<file path="config.mk">
export PLATFORM = sky130hd
export DESIGN_NAME = alu_core
export DESIGN_NICKNAME = d
export VERILOG_FILES = /design/src/rtl/alu_pkg.sv /design/src/rtl/alu_imm_sext.sv /design/src/rtl/alu_core.sv
export SDC_FILE = /design/constraint.sdc
export NUM_CORES = 1
export LEC_CHECK = 0
export CORE_ASPECT_RATIO = 1.2
export CORE_UTILIZATION = 50
export DETAILED_ROUTE_END_ITERATION = 10
export PLACE_DENSITY = 0.77
export SLEW_MARGIN = 30
export SYNTH_ARGS = -nofsm -noshare
export SYNTH_HDL_FRONTEND = slang
export SYNTH_HIERARCHICAL = 1
export SYNTH_SLANG_ARGS = --single-unit
</file>
<file path="constraint.sdc">
create_clock -name clk -period 6.2 [get_ports clk]
set_clock_uncertainty 0.2 [all_clocks]
set_input_delay 1.55 -clock clk [delete_from_list [all_inputs] [get_ports clk]]
set_output_delay 1.55 -clock clk [all_outputs]
set_load 0.005 [all_outputs]
</file>
<file path="src/rtl/alu_pkg.sv">
// Shared constants for the ALU core: opcodes, operand-B select values and
// default data path widths.
package alu_pkg;

  localparam int DEF_WIDTH     = 18;
  localparam int DEF_IMM_WIDTH = 6;

  typedef enum logic [1:0] {
    OP_ADD  = 2'b00,
    OP_AND  = 2'b01,
    OP_NAND = 2'b10,
    OP_NOR  = 2'b11
  } alu_op_e;

  localparam logic SEL_REG = 1'b0;
  localparam logic SEL_IMM = 1'b1;

endpackage

</file>
<file path="src/rtl/alu_imm_sext.sv">
// Sign-extends a two's-complement immediate to the full data path width.
module alu_imm_sext
  import alu_pkg::*;
#(
  parameter int WIDTH     = DEF_WIDTH,
  parameter int IMM_WIDTH = DEF_IMM_WIDTH
) (
  input  logic [IMM_WIDTH-1:0] imm_i,
  output logic [WIDTH-1:0]     imm_ext_o
);

  // Replicate the immediate sign bit into the upper bits.
  assign imm_ext_o = {{(WIDTH-IMM_WIDTH){imm_i[IMM_WIDTH-1]}}, imm_i};

endmodule

</file>
<file path="src/rtl/alu_core.sv">
// Single-cycle ALU (ADD/AND/NAND/NOR) with registered result and flags.
// Operand B is either the register operand or the sign-extended immediate.
module alu_core
  import alu_pkg::*;
#(
  parameter int WIDTH     = DEF_WIDTH,
  parameter int IMM_WIDTH = DEF_IMM_WIDTH
) (
  input  logic                 clk,
  input  logic                 rst_n,
  input  logic                 in_valid,
  input  logic [WIDTH-1:0]     SRC1,
  input  logic [WIDTH-1:0]     SRC2,
  input  logic [IMM_WIDTH-1:0] IMM,
  input  logic                 mux1_select,
  input  logic [1:0]           mux2_select,
  output logic [WIDTH-1:0]     Output,
  output logic                 out_valid,
  output logic                 zero,
  output logic                 negative,
  output logic                 carry,
  output logic                 overflow
);

  logic [WIDTH-1:0] imm_ext;
  logic [WIDTH-1:0] op_b;
  logic [WIDTH:0]   sum;

  logic [WIDTH-1:0] result_d, result_q;
  logic             carry_d, carry_q;
  logic             overflow_d, overflow_q;
  logic             zero_q, negative_q, out_valid_q;

  alu_imm_sext #(
    .WIDTH     (WIDTH),
    .IMM_WIDTH (IMM_WIDTH)
  ) u_imm_sext (
    .imm_i     (IMM),
    .imm_ext_o (imm_ext)
  );

  assign op_b = (mux1_select == SEL_IMM) ? imm_ext : SRC2;
  assign sum  = {1'b0, SRC1} + {1'b0, op_b};

  // Operation decode; carry/overflow only meaningful for ADD.
  always_comb begin
    result_d   = '0;
    carry_d    = 1'b0;
    overflow_d = 1'b0;
    case (alu_op_e'(mux2_select))
      OP_ADD: begin
        result_d   = sum[WIDTH-1:0];
        carry_d    = sum[WIDTH];
        overflow_d = (SRC1[WIDTH-1] == op_b[WIDTH-1]) &&
                     (sum[WIDTH-1] != SRC1[WIDTH-1]);
      end
      OP_AND:  result_d = SRC1 & op_b;
      OP_NAND: result_d = ~(SRC1 & op_b);
      OP_NOR:  result_d = ~(SRC1 | op_b);
      default: result_d = '0;
    endcase
  end

  // Result/flag registers: reset wins, load on in_valid, otherwise hold.
  always_ff @(posedge clk) begin
    if (!rst_n) begin
      result_q    <= '0;
      zero_q      <= 1'b1;
      negative_q  <= 1'b0;
      carry_q     <= 1'b0;
      overflow_q  <= 1'b0;
      out_valid_q <= 1'b0;
    end else begin
      out_valid_q <= in_valid;
      if (in_valid) begin
        result_q   <= result_d;
        zero_q     <= (result_d == '0);
        negative_q <= result_d[WIDTH-1];
        carry_q    <= carry_d;
        overflow_q <= overflow_d;
      end
    end
  end

  assign Output    = result_q;
  assign out_valid = out_valid_q;
  assign zero      = zero_q;
  assign negative  = negative_q;
  assign carry     = carry_q;
  assign overflow  = overflow_q;

endmodule

</file>
# == Word level (Yosys, flattened, before mapping) ==
# Cells that the tools add are included.
# word_totals
output_inout_bits,23
reg_bits,23
in_bits,48
# classes
bitwise,4
mux,4
add_sub_neg,1
n_reduce_logical,3
eq_ne,5
# op_table
cell,n
18-bit one-hot mux with 4 select lines,1
18-bit NOT,2
18-bit by 18-bit adder with 19-bit output,1
18-bit bitwise AND,1
18-bit zero test,1
18-bit two-way mux,1
18-bit bitwise OR,1
"2-bit equality test, second input constant",2
"2-bit by 1-bit equality test with 1-bit output, second input constant",1
2-bit zero test,1
1-bit two-way mux,2
1-bit equality test,1
1-bit logical AND,1
1-bit inequality test,1

# == Logic depth before layout (Yosys ltp) ==
# Gate-level depths: netlist of the first run.
# depth
word_depth,5
mapped_depth,15
depth_no_buf,12

# == Modules after synthesis ==
# Netlist of the first run, hierarchy kept.
# by_module_without_submodules
module,n_inst,cells_per_inst,seq_area_each_um2,area_each_um2
alu_core,1,407,440.4,3056.7
alu_imm_sext,1,18,0.0,135.1

# == Least setup slack after synthesis of the first run ==
# Ideal clock, no wire load.
# synth_timing
kind,input-to-reg
start,in mux1_select
end,"reg zero_q, in the netlist zero"
setup_time_ns,0.059
stages,15
path_buffers,3
setup_slack_ns,1.106
t_arrival_ns,4.834
path_cell_list,clkbuf_1 buf_1 mux2i_1 inv_1 ha_1 buf_4 nor2_1 and4b_1 a21oi_2 mux2_4 o311ai_2 o311a_2 nand4b_1 nor4_2 a221o_1
# synth_between
elab_chain_cells,5
word_cells_on_any_way,8
# synth_rtl
item,line,rtl
"start, declared",alu_core.sv:15,"input logic mux1_select,"
18-bit two-way mux *,alu_core.sv:42,assign op_b = (mux1_select == SEL_IMM) ? imm_ext : SRC2;
branches (longest 2 deep; another with 18-bit by 18-bit adder with 19-bit output),n/a,
18-bit one-hot mux with 4 select lines *,alu_core.sv:50,case (alu_op_e'(mux2_select))
18-bit zero test *,alu_core.sv:77,zero_q <= (result_d == '0);
"end signal, assigned",alu_core.sv:77,
"end, declared",alu_core.sv:32,"logic zero_q, negative_q, out_valid_q;"
# Every way passes the cells marked *.
# A chain may end at the register's enable or synchronous reset.

# == Worst setup path after layout of the first run ==
# Same ends and word-level chain as after synthesis.

==> results.sh, run 1 <==
export IMPL_synth_top_cells_by_area="sky130_fd_sc_hd__ha_1, sky130_fd_sc_hd__dfxtp_1, sky130_fd_sc_hd__mux2i_1"
export IMPL_clk_pin_slew_worst_paths_ns=0.07
export IMPL_report_final_hold_viol_count=0
export IMPL_run_status="finished, final reports clean"
export IMPL_max_freq_ghz=0.1992
export IMPL_clock_root_buffer="sky130_fd_sc_hd__clkbuf_8"
export IMPL_die_height_um=89.53
export IMPL_routability_congestion_estimate_from_global_placement=0.9164
export IMPL_pwr_share_seq_pct=28.2
export IMPL_antenna_nets_post_route=0
export IMPL_cts_inserted_buffers=3
export IMPL_clkLatencyLatePin_ns=0.26
export IMPL_critical_path_peak_fanout=18
export IMPL_design_final_nets=541
export IMPL_core_area_mm2=0.006090
export IMPL_start_kind="input port"
export IMPL_route_final_wire_length_um=8055
export IMPL_ff2ff_path_depth=1
export IMPL_synth_top_area_share_pct=14.50
export IMPL_holdCritStartpoint="Output[1]"
export IMPL_io_buffers=70
export IMPL_number_of_flip_flops_and_latches_in_the_synthesized_netlist=22
export IMPL_initial_core_util_pct=52.41
export IMPL_critical_path_max_stage_delay_ns=0.45
export IMPL_place_detailed_hpwl_um=6235
export IMPL_worst_hold_path_type="reg -> reg"
export IMPL_post_drt_via_cell_ratio=5.845
export IMPL_post_synth_num_cell_types=67
export IMPL_post_synth_inst_count=425
export IMPL_postCtsHoldBufs=0
export IMPL_synth_edff_count=0
export IMPL_synth_top_cells_by_count="sky130_fd_sc_hd__inv_1, sky130_fd_sc_hd__nor2_1, sky130_fd_sc_hd__ha_1, sky130_fd_sc_hd__mux2i_1, sky130_fd_sc_hd__nand2_1"
export IMPL_floorplan_io_pins=71
export IMPL_timing_final_crit_period_ns=5.021
export IMPL_switching_share_pct=38.50
export IMPL_cts_max_path_buffers=2
export IMPL_fin_total_pwr_uw=562.7
export IMPL_criticalPathCategory="in -> reg"
export IMPL_maxCapViolations=0
export IMPL_internal_power_uw=346.1
export IMPL_yosysSeqAreaShare_pct=13.80
export IMPL_share_comb_of_total_power_pct=56.7
export IMPL_cts_htree_levels=1
export IMPL_async_set_or_reset_register_ratio_after_synthesis_pct=0
export IMPL_syn_nets=510
export IMPL_first_iter_violations=127
export IMPL_cp_buffers_inverters=3
export IMPL_worst_endpoint_required_ns=6.15
export IMPL_reg2reg_end="zero"
export IMPL_groute_usage_overall_pct=24.27
export IMPL_synth_top_flop_cell="sky130_fd_sc_hd__dfxtp_1"
export IMPL_crit_start="mux1_select"
export IMPL_syn_mean_instance_area_um2=7.510
export IMPL_grt_ovfl_total=0
export IMPL_post_synthesis_cell_area_mm2=0.003192
export IMPL_die_x_um=74.94
export IMPL_post_route_period_util_pct=80.98
export IMPL_cts_resized_gates=0
export IMPL_min_delay_worst_endpoint="Output[1]"
export IMPL_yosysMostFrequentCell="sky130_fd_sc_hd__inv_1"
export IMPL_critical_path_top_delay_family="compound AO/OA/AOI/OAI gates"
export IMPL_hold_depth=2
export IMPL_number_of_buffers_inserted_to_repair_setup_after_cts=0
export IMPL_worstMarginPinSlew_ns=0.8243
export IMPL_cp_cell_sequence="clkdlybuf4s50_1 > buf_4 > mux2i_1 > inv_1 > ha_1 > a21o_1 > o2bb2ai_2 > o2111ai_1 > a21oi_2 > a41oi_2 > xor2_1 > a21oi_1 > nor4_2 > a221o_1"
export IMPL_setup_worst_path_end_class="register"
export IMPL_placement_rows=31
export IMPL_yosysWarnings=6
export IMPL_via_count_of_the_first_global_routing_pass=2798
export IMPL_drt_pre_antenna_iters=5
export IMPL_area_growth_syn_to_layout_pct=19.21
export IMPL_crit_slowest_cell="sky130_fd_sc_hd__clkdlybuf4s50_1"
export IMPL_net_switching_power_uw=216.6
export IMPL_rsz0062_at_grt="no"
export IMPL_route_detailed_drc=0
export IMPL_initial_antenna_violation_count=0
export IMPL_synth_largest_area_cell="sky130_fd_sc_hd__ha_1"
export IMPL_wire_per_inst_um=15.03
export IMPL_route_vias_total=3133
export IMPL_sink_count=22
export IMPL_die_area_mm2=0.006709
export IMPL_cts_tree="built"
export IMPL_max_slew_margin_rel_pct=44.88
export IMPL_layout_drive_gt1_share_pct=5.947
export IMPL_grt_max_degree=34
export IMPL_reg2reg_setup_slack_ns=5.24
export IMPL_crit_arrival_ns=4.97
export IMPL_timing_rr_start="zero"
export IMPL_totalNegativeSetupSlack_ns=0
export IMPL_slew_viol_final=0
export IMPL_max_vdd_ir_drop_mv=0.08733
export IMPL_setup_violations=0
export IMPL_insertedDiodeCount=0
export IMPL_power_share_clock_pct=15.0
export IMPL_power_leakage_uw=0.001693
export IMPL_power_per_cell_area_mw_per_mm2=147.9
export IMPL_wire_length_of_the_first_global_routing_pass_um=12790
[power by group through the flow]
stage               sequential, µW  combinational (µW)  clock (µW)
floorplan                      162                 221           0
global placement               162                 308           0
detailed placement             162                 316           0
CTS                            159                 317        85.9
global route                   160                 351        90.5
finish                         159                 319        84.6
[placed cells by master, fill, tap and decap left out, types with 2 or more instances in the layout]
master | synthesis | final
sky130_fd_sc_hd__a21oi_2 | 4 | 4
sky130_fd_sc_hd__xnor2_1 | 6 | 6
sky130_fd_sc_hd__dfxtp_1 | 22 | 22
sky130_fd_sc_hd__nand2b_1 | 2 | 2
sky130_fd_sc_hd__nor2_1 | 40 | 40
sky130_fd_sc_hd__inv_1 | 46 | 46
sky130_fd_sc_hd__a221o_1 | 2 | 2
sky130_fd_sc_hd__o21bai_1 | 2 | 2
sky130_fd_sc_hd__clkdlybuf4s50_1 | 0 | 70
sky130_fd_sc_hd__buf_4 | 20 | 5
sky130_fd_sc_hd__nand2_1 | 25 | 25
sky130_fd_sc_hd__ha_1 | 37 | 37
sky130_fd_sc_hd__a21o_1 | 5 | 5
sky130_fd_sc_hd__nand3_1 | 10 | 10
sky130_fd_sc_hd__or2_2 | 3 | 3
sky130_fd_sc_hd__nand3b_1 | 2 | 2
sky130_fd_sc_hd__o2111ai_1 | 2 | 2
sky130_fd_sc_hd__nor2b_1 | 2 | 2
sky130_fd_sc_hd__a31oi_1 | 7 | 7
sky130_fd_sc_hd__a311oi_1 | 5 | 5
sky130_fd_sc_hd__nor3_1 | 8 | 8
sky130_fd_sc_hd__a21oi_1 | 18 | 18
sky130_fd_sc_hd__nand4_1 | 6 | 6
sky130_fd_sc_hd__o21ai_0 | 12 | 12
sky130_fd_sc_hd__mux2i_1 | 36 | 36
sky130_fd_sc_hd__o21ai_1 | 4 | 4
sky130_fd_sc_hd__and3_1 | 2 | 2
sky130_fd_sc_hd__a211oi_1 | 10 | 10
sky130_fd_sc_hd__o211ai_1 | 10 | 10
sky130_fd_sc_hd__xor2_1 | 6 | 6
sky130_fd_sc_hd__o22ai_1 | 2 | 2
sky130_fd_sc_hd__a211o_1 | 2 | 2
sky130_fd_sc_hd__o21a_1 | 5 | 5
sky130_fd_sc_hd__clkbuf_8 | 0 | 3
sky130_fd_sc_hd__or3_1 | 2 | 2
[metal layers]
metal	GRT usage, %	up-vias	wire length, µm
li1	-	1537	-
met1	30.66	1469	3473
met2	44.06	115	4058
met3	0.5637	12	397
met4	7.890	0	125
met5	0	-	0
[worst max path at each step]
| stage | slack (ns) | cells past startpoint | end |
|---|---|---|---|
| floorplan | 1.11 | 15 | zero |
| global placement | 0.96 | 12 | zero |
| detailed placement | 0.93 | 14 | zero |
| CTS | 1.20 | 12 | zero |
| global route | 1.0 | 14 | zero |
| finish | 1.18 | 14 | zero |
[state kept, by name (all words and copies together), names as in the netlist]
| signal | cells |
|---|---|
| carry | 1 |
| overflow | 1 |
| out_valid | 1 |
| Output | 18 |
| zero | 1 |
[logic make-up after synthesis]
kind of cell,count (synthesis),share of synthesized area [%]
xor gates and xnor gates,12,3.293
adders and majority gates,37,14.50
and+or+nand+nor,114,17.48
DFF,22,13.80
AOI/OAI and AO/OA,106,24.27
buffers and inverters,95,13.84
muxes,39,12.82
[area by class of cell]
class	count	area (µm²)
inverters	46	172.7
flip-flops and latches	22	440.4
clock buffers	3	41.29
well taps	82	102.6
multi-input cells	308	2310
repair buffers	75	738.2
fillers	594	2285
[per-stage QoR]
step	hold WS (ns)	utilization, %	setup slack [ns]	area [µm²]	cells
after floorplan	0.2617	-	1.106	3192	425
after global placement	0.2512	61.80	0.9608	3764	533
after detailed placement	0.2565	61.80	0.9322	3764	533
after CTS	0.2671	62.48	1.201	3805	536
after global routing	0.2968	62.48	0.9959	3805	536
final	0.2649	62.48	1.179	3805	536
Power figures use the tool's default switching activity.
==> run 2, diff against run 1 <==
- clock period: 6.2 -> 5.1 ns (I/O delays scaled with it)
==> results.sh, run 2 (synthesis results as in run 1) <==
export IMPL_initial_core_util_pct=52.41
export IMPL_wire_per_inst_um=14.42
export IMPL_max_freq_ghz=0.2108
export IMPL_leading_cell_types_in_the_layout_fill_and_taps_excluded="sky130_fd_sc_hd__clkdlybuf4s50_1, sky130_fd_sc_hd__inv_1, sky130_fd_sc_hd__nor2_1, sky130_fd_sc_hd__ha_1, sky130_fd_sc_hd__mux2i_1"
export IMPL_pwr_share_seq_pct=28.3
export IMPL_drt_pre_antenna_iters=5
export IMPL_power_per_cell_area_mw_per_mm2=178.4
export IMPL_clk_pin_slew_worst_paths_ns=0.07
export IMPL_antenna_nets_post_route=0
export IMPL_post_route_util_pct=62.81
export IMPL_timing_final_crit_period_ns=4.744
export IMPL_maxCapViolations=0
export IMPL_power_share_clock_pct=14.8
export IMPL_final_common_cell="sky130_fd_sc_hd__clkdlybuf4s50_1"
export IMPL_post_route_period_util_pct=93.02
export IMPL_die_height_um=89.53
export IMPL_internal_power_uw=422.2
export IMPL_io_buffers=70
export IMPL_route_vias_total=3143
export IMPL_power_leakage_uw=0.001703
export IMPL_placed_cells_incl_taps=534
export IMPL_criticalPathCategory="in -> reg"
export IMPL_cts_htree_levels=1
export IMPL_critical_path_peak_fanout=13
export IMPL_die_x_um=74.94
export IMPL_rsz0062_at_grt="no"
export IMPL_first_iter_violations=153
export IMPL_initial_antenna_violation_count=0
export IMPL_core_area_mm2=0.006090
export IMPL_clock_root_buffer="sky130_fd_sc_hd__clkbuf_8"
export IMPL_seqCellArea_um2=440.4
export IMPL_slew_viol_final=0
export IMPL_net_switching_power_uw=260.3
export IMPL_totalNegativeSetupSlack_ns=0
export IMPL_placement_rows=31
export IMPL_filler_cells=577
export IMPL_setup_violations=0
export IMPL_number_of_buffers_inserted_to_repair_setup_after_cts=0
export IMPL_layoutNonFillerInstCount=537
export IMPL_cts_inserted_buffers=3
export IMPL_post_drt_via_cell_ratio=5.853
export IMPL_cts_resized_gates=0
export IMPL_fin_hold_ws_ns=0.2701
export IMPL_wire_length_of_the_first_global_routing_pass_um=12790
export IMPL_clkLatencyLatePin_ns=0.25
export IMPL_worst_hold_path_type="reg -> reg"
export IMPL_largest_register_ffs=18
export IMPL_report_final_hold_viol_count=0
export IMPL_layout_drive_gt1_share_pct=6.154
export IMPL_cts_max_path_buffers=2
export IMPL_groute_usage_overall_pct=23.74
export IMPL_max_vdd_ir_drop_mv=0.09549
export IMPL_worstMarginPinSlew_ns=0.6710
export IMPL_setup_worst_path_end_class="register"
export IMPL_start_kind="input port"
export IMPL_route_detailed_drc=0
export IMPL_max_slew_margin_rel_pct=55.21
export IMPL_worst_endpoint_required_ns=5.10
export IMPL_route_final_wire_length_um=7741
export IMPL_switching_share_pct=38.14
export IMPL_run_status="finished, final reports clean"
export IMPL_die_area_mm2=0.006709
export IMPL_cts_tree="built"
export IMPL_grt_max_degree=42
export IMPL_grt_ovfl_total=0
export IMPL_multiInputGateArea_mm2=0.002310
export IMPL_share_comb_of_total_power_pct=56.9
export IMPL_routability_congestion_estimate_from_global_placement=0.8737
export IMPL_crit_arrival_ns=4.74
export IMPL_design_final_nets=542
export IMPL_floorplan_io_pins=71
export IMPL_sink_count=22
export IMPL_area_growth_syn_to_layout_pct=19.84
export IMPL_insertedDiodeCount=0
export IMPL_via_count_of_the_first_global_routing_pass=2751
export IMPL_place_detailed_hpwl_um=6104
export IMPL_postCtsHoldBufs=0
## run 2: cell types whose count changed in the layout (fill, tap and decap cells not counted), sizes merged
cell,previous run,this run
buf,5,6
## run 2: layout make-up
cell class / count / area share [%]
Clock buffer: 3 / 1.079
Inverter: 46 / 4.514
Multi-Input combinational cell: 308 / 60.39
Sequential cell: 22 / 11.51
Tap cell: 82 / 2.682
Timing Repair Buffer: 76 / 19.82
## run 2: power groups by stage
stage | Sequential, µW | Combinational [µW] | Clock, µW
floorplan | 197 | 268 | 0
global placement | 196 | 374 | 0
detailed placement | 197 | 384 | 0
CTS | 193 | 386 | 102
global route | 194 | 429 | 108
finish | 193 | 389 | 101
## run 2: path summary, 6_finish.rpt
path | start | to | slack [ns] | cells after the start
min reg2reg | Output[13] | Output[13] | 0.27 | 2
max reg2reg | zero | zero | 4.15 | 1
max | IMM[5] | zero | 0.36 | 12
min | Output[13] | Output[13] | 0.27 | 2
## run 2: per-layer routing
layer / GRT usage, % / routed length [µm]
met1: 30.88 / 3396
met2: 43.33 / 3889
met3: 1.127 / 386
met4: 4.117 / 68
met5: 0 / 0
## run 2: stage by stage
stage / cell area (µm²) / total power [µW] / worst slack [ns]
after global routing: 3825 / 730.5 / 0.1927
after global placement: 3784 / 570.3 / 0.2460
final: 3825 / 682.5 / 0.3562
after floorplan: 3192 / 465.6 / 0.2814
after detailed placement: 3784 / 580.5 / 0.1288
after CTS: 3825 / 680.3 / 0.3823
## run 2: worst max-delay path, stage by stage
cell	delay, ns
sky130_fd_sc_hd__clkdlybuf4s50_1	0.81
sky130_fd_sc_hd__mux2i_1	0.19
sky130_fd_sc_hd__ha_1	0.44
sky130_fd_sc_hd__a211oi_1	0.33
sky130_fd_sc_hd__a31oi_1	0.15
sky130_fd_sc_hd__a21oi_2	0.18
sky130_fd_sc_hd__mux2_4	0.33
sky130_fd_sc_hd__o311ai_2	0.26
sky130_fd_sc_hd__o311a_2	0.25
sky130_fd_sc_hd__nand4b_1	0.13
sky130_fd_sc_hd__nor4_2	0.23
sky130_fd_sc_hd__a221o_1	0.16
==> run 3, diff against run 2 <==
- REMOVE_ABC_BUFFERS: unset -> 1
- SLEW_MARGIN: 30 -> 20
==> results.sh, run 3 (synthesis results as in run 1) <==
export IMPL_final_critical_path_setup_slack_ns=0.3580
export IMPL_cell_area_placed_mm2=0.003806
export IMPL_floorplan_io_pins=71
export IMPL_max_freq_ghz=0.2109
export IMPL_number_of_buffers_inserted_to_repair_setup_after_cts=0
export IMPL_totalNegativeSetupSlack_ns=0
export IMPL_core_area_mm2=0.006090
export IMPL_design_final_nets=545
export IMPL_post_route_util_pct=63.18
export IMPL_clock_root_buffer="sky130_fd_sc_hd__clkbuf_8"
export IMPL_clk_pin_slew_worst_paths_ns=0.07
export IMPL_grt_max_degree=41
export IMPL_insertedDiodeCount=0
export IMPL_initial_antenna_violation_count=0
export IMPL_cts_tree="built"
export IMPL_layout_drive_gt1_share_pct=6.769
export IMPL_via_count_of_the_first_global_routing_pass=2796
export IMPL_route_final_wire_length_um=8102
export IMPL_cts_resized_gates=0
export IMPL_multiInputGateArea_mm2=0.002310
export IMPL_area_growth_syn_to_layout_pct=20.54
export IMPL_wire_per_inst_um=15.00
export IMPL_worst_hold_path_type="reg -> reg"
export IMPL_placement_rows=31
export IMPL_fin_total_pwr_uw=689.6
export IMPL_rsz0062_at_grt="no"
export IMPL_route_detailed_drc=0
export IMPL_layout_cell_area_non_filler_mm2=0.003847
export IMPL_max_vdd_ir_drop_mv=0.1274
export IMPL_power_leakage_uw=0.001717
export IMPL_die_height_um=89.53
export IMPL_route_vias_total=3090
export IMPL_postCtsHoldBufs=0
export IMPL_first_iter_violations=136
export IMPL_final_common_cell="sky130_fd_sc_hd__clkdlybuf4s50_1"
export IMPL_filler_cells=541
export IMPL_sink_count=22
export IMPL_setup_worst_path_end_class="register"
export IMPL_die_x_um=74.94
export IMPL_groute_usage_overall_pct=25.09
export IMPL_hold_depth=2
export IMPL_worstMarginPinSlew_ns=0.6960
export IMPL_cts_inserted_buffers=3
export IMPL_cts_max_path_buffers=2
export IMPL_criticalPathCategory="in -> reg"
export IMPL_slew_viol_final=0
export IMPL_run_status="finished, final reports clean"
export IMPL_drt_pre_antenna_iters=4
export IMPL_place_detailed_hpwl_um=6302
export IMPL_cts_htree_levels=1
export IMPL_clkLatencyLatePin_ns=0.25
export IMPL_placement_setup_worst_slack_ns=0.1792
export IMPL_post_drt_via_cell_ratio=5.722
export IMPL_max_slew_margin_rel_pct=53.55
export IMPL_ff2ff_path_depth=1
export IMPL_grt_ovfl_total=0
export IMPL_maxCapViolations=0
export IMPL_wire_length_of_the_first_global_routing_pass_um=13100
export IMPL_power_per_cell_area_mw_per_mm2=179.2
export IMPL_worst_endpoint_required_ns=5.10
export IMPL_leading_cell_types_in_the_layout_fill_and_taps_excluded="sky130_fd_sc_hd__clkdlybuf4s50_1, sky130_fd_sc_hd__inv_1, sky130_fd_sc_hd__nor2_1, sky130_fd_sc_hd__ha_1, sky130_fd_sc_hd__mux2i_1"
export IMPL_post_route_period_util_pct=92.98
export IMPL_seqCellArea_um2=440.4
export IMPL_setup_violations=0
export IMPL_report_final_hold_viol_count=0
export IMPL_largest_register_ffs=18
export IMPL_antenna_nets_post_route=0
export IMPL_initial_core_util_pct=52.41
export IMPL_critical_path_peak_fanout=13
export IMPL_timing_final_crit_period_ns=4.742
export IMPL_routability_congestion_estimate_from_global_placement=0.9427
export IMPL_crit_arrival_ns=4.74
export IMPL_io_buffers=70
export IMPL_die_area_mm2=0.006709
export IMPL_start_kind="input port"
## run 3: critical path, stage by stage
cell and delay (ns):
sky130_fd_sc_hd__clkdlybuf4s50_1 0.69, sky130_fd_sc_hd__mux2i_1 0.35, sky130_fd_sc_hd__inv_1 0.07, sky130_fd_sc_hd__ha_1 0.27, sky130_fd_sc_hd__a211oi_1 0.38, sky130_fd_sc_hd__a31oi_1 0.18
sky130_fd_sc_hd__a21oi_2 0.19, sky130_fd_sc_hd__mux2_4 0.32, sky130_fd_sc_hd__o311ai_2 0.25, sky130_fd_sc_hd__o311a_2 0.23, sky130_fd_sc_hd__nand4b_1 0.13, sky130_fd_sc_hd__nor4_2 0.24
sky130_fd_sc_hd__a221o_1 0.16
## run 3: per-layer routing
layer,up-vias,GRT usage (%),wire length (µm)
met5,-,0,0
met4,0,7.719,125
li1,1548,-,-
met2,97,42.59,3938
met3,13,2.818,471
met1,1432,32.93,3566
## run 3: power by group
| group | switching, µW | total, µW | internal [µW] | leakage (µW) |
|---|---|---|---|---|
| registers | 6.90 | 193 | 186 | 0.000181 |
| clock network | 49.3 | 102 | 52.5 | 0.0000216 |
| logic | 209 | 395 | 186 | 0.00151 |
## run 3: layout make-up
cell class | count | share of cell area [%]
well taps | 82 | 2.667
repair buffers | 79 | 20.29
inverters | 46 | 4.488
multi-input cells | 308 | 60.03
clock buffers | 3 | 1.073
flip-flops and latches | 22 | 11.45
## run 3: path summary, 6_finish.rpt
check,startpoint,endpoint,slack [ns]
min,Output[1],Output[1],0.27
max reg2reg,zero,zero,4.15
min reg2reg,Output[1],Output[1],0.27
max,IMM[5],zero,0.36
## run 3: metrics by stage
step / instances / hold slack [ns]
2_1_floorplan: 376 / 0.2617
3_3_place_gp: 537 / 0.2525
3_5_place_dp: 537 / 0.2542
4_1_cts: 540 / 0.2683
5_1_grt: 540 / 0.2961
6_report: 540 / 0.2664
